--- config.mk ---
export PLATFORM = sky130hd
export DESIGN_NAME = load_mem_unit
export DESIGN_NICKNAME = d
export VERILOG_FILES = /design/src/rtl/load_mem_unit_pkg.sv /design/src/rtl/load_mem_unit_sync_fifo.sv /design/src/rtl/load_mem_unit.sv
export SDC_FILE = /design/constraint.sdc
export NUM_CORES = 1
export LEC_CHECK = 0
export ABC_AREA = 1
export CAP_MARGIN = 20
export CORE_MARGIN = 2
export CORE_UTILIZATION = 59
export CTS_BUF_LIST = sky130_fd_sc_hd__clkbuf_8
export DETAILED_ROUTE_END_ITERATION = 7
export GPL_TIMING_DRIVEN = 0
export PLACE_DENSITY = 0.86
export SLEW_MARGIN = 40
export SYNTH_ARGS = -nofsm -noshare
export SYNTH_HDL_FRONTEND = slang
export SYNTH_SLANG_ARGS = --single-unit
--- constraint.sdc ---
create_clock -name clk_in -period 3.95 [get_ports clk_in]
set_input_delay 0.5925 -clock clk_in [delete_from_list [all_inputs] [get_ports clk_in]]
set_output_delay 0.5925 -clock clk_in [all_outputs]
set_load 0.02 [all_outputs]
--- src/rtl/load_mem_unit_pkg.sv ---
// load_mem_unit_pkg: RV32 load funct3 codes, CDB entry type, load fault and extract/extend helpers
package load_mem_unit_pkg;
  localparam logic [2:0] F3_LB  = 3'd0;
  localparam logic [2:0] F3_LH  = 3'd1;
  localparam logic [2:0] F3_LW  = 3'd2;
  localparam logic [2:0] F3_LBU = 3'd4;
  localparam logic [2:0] F3_LHU = 3'd5;
  localparam int ROB_IX_WIDTH_DEF = 3;
  typedef struct packed {
    logic [31:0]                 data;
    logic [ROB_IX_WIDTH_DEF-1:0] rob_ix;
    logic                        exc;
  } cdb_entry_t;
  function automatic logic load_exc(input logic [2:0] f3, input logic [1:0] off);
    return ((f3 == F3_LH || f3 == F3_LHU) && off[0]) || (f3 == F3_LW && off != 2'd0) ||
           f3 == 3'd3 || f3 == 3'd6 || f3 == 3'd7;
  endfunction
  function automatic logic [31:0] load_format(input logic [2:0] f3, input logic [1:0] off, input logic [31:0] w);
    logic [7:0]  b;
    logic [15:0] h;
    b = w[8*off +: 8];
    h = off[1] ? w[31:16] : w[15:0];
    return f3 == F3_LB  ? {{24{b[7]}}, b} :
           f3 == F3_LH  ? {{16{h[15]}}, h} :
           f3 == F3_LBU ? {24'd0, b} :
           f3 == F3_LHU ? {16'd0, h} : w;
  endfunction
endpackage

--- src/rtl/load_mem_unit_sync_fifo.sv ---
// sync_fifo: first-word-fall-through FIFO (clk_in, active-low sync rst_in, clr, push/din, pop/dout/valid, count)
module sync_fifo #(
  parameter int WIDTH = 8,
  parameter int DEPTH = 4,
  localparam int PW = DEPTH > 1 ? $clog2(DEPTH) : 1,
  localparam int CW = $clog2(DEPTH + 1)
) (
  input  logic             clk_in,
  input  logic             rst_in,
  input  logic             clr,
  input  logic             push,
  input  logic             pop,
  input  logic [WIDTH-1:0] din,
  output logic [WIDTH-1:0] dout,
  output logic             valid,
  output logic [CW-1:0]    count
);
  logic [WIDTH-1:0] mem [DEPTH];
  logic [PW-1:0]    rd, wr;
  logic             do_pop;
  function automatic logic [PW-1:0] inc(input logic [PW-1:0] p);
    return p == PW'(DEPTH - 1) ? '0 : p + 1'b1;
  endfunction
  always_comb begin
    valid  = count != '0;
    do_pop = pop & valid;
    dout   = mem[rd];
  end
  always_ff @(posedge clk_in) begin
    if (push) mem[wr] <= din;
  end
  always_ff @(posedge clk_in) begin
    if (!rst_in || clr) begin
      rd    <= '0;
      wr    <= '0;
      count <= '0;
    end else begin
      if (push) wr <= inc(wr);
      if (do_pop) rd <= inc(rd);
      count <= count + CW'(push) - CW'(do_pop);
    end
  end
endmodule

--- src/rtl/load_mem_unit.sv ---
// load_mem_unit: fixed-latency load memory stage (request in, mem_* read port, credit-limited result FIFO onto CDB)
module load_mem_unit
  import load_mem_unit_pkg::*;
#(
  parameter int ADDR_WIDTH   = 32,
  parameter int MEM_WORDS    = 4096,
  parameter int READ_LATENCY = 2,
  parameter int ROB_IX_WIDTH = 3,
  parameter int OUT_DEPTH    = 4,
  localparam int AW = $clog2(MEM_WORDS)
) (
  input  logic                    clk_in,
  input  logic                    rst_in,
  input  logic                    flush_in,
  input  logic                    valid_in,
  output logic                    ready_out,
  input  logic [ADDR_WIDTH-1:0]   addr_in,
  input  logic [ROB_IX_WIDTH-1:0] rob_ix_in,
  input  logic [2:0]              funct3_in,
  output logic                    mem_en_out,
  output logic [AW-1:0]           mem_addr_out,
  input  logic [31:0]             mem_rdata_in,
  output logic                    cdb_valid_out,
  input  logic                    cdb_ready_in,
  output logic [31:0]             cdb_data_out,
  output logic [ROB_IX_WIDTH-1:0] cdb_rob_ix_out,
  output logic                    cdb_exc_out
);
  localparam int CW = $clog2(OUT_DEPTH + 1);
  localparam int EW = 33 + ROB_IX_WIDTH;
  typedef struct packed {
    logic                    v;
    logic [ROB_IX_WIDTH-1:0] rob_ix;
    logic [2:0]              funct3;
    logic [1:0]              off;
    logic                    exc;
  } tag_t;
  tag_t [READ_LATENCY-1:0] tags;
  tag_t                    last;
  logic [CW-1:0]           fifo_count;
  logic [CW:0]             inflight;
  logic [EW-1:0]           fifo_din, fifo_dout;
  logic                    exc_in, accept, push, pop, fifo_valid, unused_addr;
  always_comb begin
    inflight = '0;
    for (int i = 0; i < READ_LATENCY; i++) inflight = inflight + (CW+1)'(tags[i].v);
  end
  always_comb begin
    unused_addr    = ^addr_in[ADDR_WIDTH-1:AW+2];
    ready_out      = rst_in && ((CW+1)'(fifo_count) + inflight < (CW+1)'(OUT_DEPTH));
    exc_in         = load_exc(funct3_in, addr_in[1:0]);
    accept         = valid_in & ready_out & ~flush_in;
    mem_en_out     = accept & ~exc_in;
    mem_addr_out   = addr_in[AW+1:2];
    last           = tags[READ_LATENCY-1];
    push           = last.v & ~flush_in;
    fifo_din       = {last.exc ? 32'd0 : load_format(last.funct3, last.off, mem_rdata_in), last.rob_ix, last.exc};
    cdb_valid_out  = rst_in & fifo_valid;
    pop            = cdb_valid_out & cdb_ready_in;
    cdb_data_out   = rst_in ? fifo_dout[EW-1 -: 32] : 32'd0;
    cdb_rob_ix_out = rst_in ? fifo_dout[ROB_IX_WIDTH:1] : '0;
    cdb_exc_out    = rst_in & fifo_dout[0];
  end
  always_ff @(posedge clk_in) begin
    tags[0] <= '{v: accept, rob_ix: rob_ix_in, funct3: funct3_in, off: addr_in[1:0], exc: exc_in};
    for (int i = 1; i < READ_LATENCY; i++) tags[i] <= tags[i-1];
    if (!rst_in || flush_in)
      for (int i = 0; i < READ_LATENCY; i++) tags[i].v <= 1'b0;
  end
  sync_fifo #(.WIDTH(EW), .DEPTH(OUT_DEPTH)) u_fifo (
    .clk_in (clk_in),
    .rst_in (rst_in),
    .clr    (flush_in),
    .push   (push),
    .pop    (pop),
    .din    (fifo_din),
    .dout   (fifo_dout),
    .valid  (fifo_valid),
    .count  (fifo_count)
  );
endmodule

==> reports/qor.txt <==
critical path endpoint category: output pin
min Tclk post-route: 3.37 ns
slew margin rel.: 50.4%
Critical Path RT: 3.36 ns
Sequential Power Share: 57.3%
Sw Ratio: 22.2%
Max Cap Viol: 0
Detail Route Antenna Nets: 0
Synth Area in Adders: 1.75%
syn_area_per_cell: 10.3 um^2
hold slack: 0.332 ns
initial antenna violation count: 0
GR Util met3: 6.80%
Mapped Cells: 733
fraction of layout cells with a size suffix above 1: 11.3%
Clk pwr share: 33.7%
XOR/XNOR share of the synthesized area: 0.116%
DP Wirelength: 14,000 um
largest family of logic cells by synthesized area: simple AND/OR/NAND/NOR gates
area fraction of the dominant cell type after synthesis: 57.2%
H-tree depth: 4
Post-Synthesis Cell Area: 7560 um^2
Multi-input gate area: 2250 um^2
CTS root buf: clkbuf_8
Via density: 5.73
critical path class: reg2out
Tot GR Track Use: 29.8%
Clock Sinks: 173
status: finished clean
GRT Residual Overflow: 0
vias in the first global route: 5,727
CTS tree: built
GR Util met2: 50.3%
CP max FO: 10
final net count: 940
Seq/Total Area, Yosys: 64.9%
Slew @ Worst Pin: 0.739 ns
pins over their slew limit: 0
area delta synth->final: 23.1%
DRC: 0
unrepaired setup endpoints after global routing: false
CTS Hold Bufs: 0
die width: 117 um
I/O Buffers: 95
Psw: 777 uW
fillcell total: 865
Logic pwr share: 9.0%
async set-reset flop share out of synthesis: 0%
post-synthesis simple-gate area fraction: 14.8%
Starting Density: 60.1%
# resized after CTS: 0
Max Fclk: 297 MHz
io pins: 126
final worst-path cycle share: 85.4%
initial DRC count: 689
die span in y: 117 um
CP Data Arrival Time: 2.78 ns
CTS clk-pin slew, worst paths: 0.08 ns
synth warn: 0
clock latency at the later pin of the worst-skew pair: 0.46 ns
Register Area: 4900 um^2
via count: 5,956
Synthesized Nets: 818
Pre-antenna DRT Iters: 5
number of flops mapped to enable cells by yosys: 144
Synth Area in Compound Gates: 12.7%
worst reg2reg setup slack: 1.93 ns
Placer Congestion: 0.966
top post-synthesis cells by area: edfxtp_1, nor2_1, dfxtp_1
Critical Path Source Type: register
#FFs+latches synth: 173
post-synthesis mux area share: 0%
min-delay worst type: reg2reg
LEAKAGE: 0.00345 uW
commonest non-fill, non-tap cells in the layout: nor2_1, edfxtp_1, clkdlybuf4s50_1, a21oi_1, o21ai_0
die area: 13,700 um^2
first-pass GRT wire length: 29,700 um
Max clock buf depth: 2
Int Power: 2730 uW
row count: 41
final setup fails: 0
clock skew: 0.0137 ns
diode count: 0
Wirelength per Cell: 18.9 um
DRT Wirelength: 19,600 um
grt peak-use layer: met2
Post-CTS Repair Setup Buffers: 0
pin count of the biggest net entering global routing: 17
Unique masters post-synth: 32
total power: 3500 uW
pwr dens: 377 nW/um^2
M1 GR Usage: 37.8%
final hold violations: 0
most common cell after layout, fill and taps aside: nor2_1
TritonCTS Buffers: 17
Max VDD drop: 316 uV
Core Box Area: 12,600 um^2
area leader, netlist: edfxtp_1
Main synth FF type: edfxtp_1
[registers in the layout, indices dropped and copies added, names as in the netlist, named ones only]
name and flops:
u_fifo.mem 144, u_fifo.wr 2, u_fifo.count 3, fifo_din 4
last 6, tags 10, u_fifo.rd 2
[cells in the mapped netlist, types with 3 or more instances]
library cell and count:
dfxtp_1 29, a21oi_1 72, a31oi_1 8, a211oi_1 5, o21ai_1 16, clkbuf_1 14, nand3_1 7, nand2_1 48
o22ai_1 3, nand2_2 5, buf_4 15, inv_1 39, edfxtp_1 144, buf_2 17, o21ai_0 68, ha_1 9
or2_2 10, nor2_1 202, inv_2 5, o221ai_1 4
[per-layer routing]
layer  wire, um  vias to the layer above  share of wire (%)
li1           -                     2741                  -
met1       7690                     2833                 39
met2       9770                      341                 50
met3       1620                       41                8.2
met4        555                        0                2.8
met5          0                        -                  0
[per-stage QoR]
stage          setup slack, ns  utilization (%)  cell area [um^2]  std cells  TNS [ns]
3_3_place_gp            -0.365             69.4              8720       1000    -43.53
4_1_cts                  0.636             74.0              9300       1040         0
5_1_grt                  0.495             74.0              9300       1040         0
2_1_floorplan             1.16                -              7560        733         0
6_report                 0.578             74.0              9300       1040         0
3_5_place_dp             0.850             71.0              8920       1008         0
[kinds of logic after synthesis]
logic type                 count (synthesis)
and+or+nand+nor                          278
AOI/OAI and AO/OA                        179
DFF                                      173
buffers and inverters                     92
adders and majority gates                 10
xor gates and xnor gates                   1
[worst max-delay path, cell delays in order, from the launching register on]
cell and delay [ns]:
dfxtp_1 0.30, buf_2 0.20, inv_2 0.20, clkbuf_1 0.47, o21ai_0 0.21, a21oi_1 0.25
clkdlybuf4s50_1 0.68
[worst paths after layout]
kind / startpoint / endpoint / depth (start not counted)
worst min-delay path: tags[8] / fifo_din[3] / 0
worst max register to register: u_fifo.count[1] / u_fifo.count[2] / 11
worst min register to register: tags[8] / fifo_din[3] / 0
worst max-delay path: register / cdb_data_out[14] / 6
[layout make-up]
class / count / area share (%)
clock buffers: 20 / 2.96
inverters: 44 / 1.78
clock inverters: 12 / 1.13
flip-flops and latches: 173 / 52.7
repair buffers: 103 / 12.0
well taps: 172 / 2.31
multi-input cells: 468 / 24.2
plain buffers: 48 / 2.89
[power groups by stage]
stage | clock network [uW] | logic (uW) | registers (uW)
2_1_floorplan | 0 | 165 | 2050
3_3_place_gp | 0 | 297 | 2050
5_1_grt | 1260 | 337 | 2010
4_1_cts | 1190 | 310 | 2010
6_report | 1180 | 314 | 2010
3_5_place_dp | 0 | 308 | 2050
No activity file was read; power rests on OpenSTA's default activity.
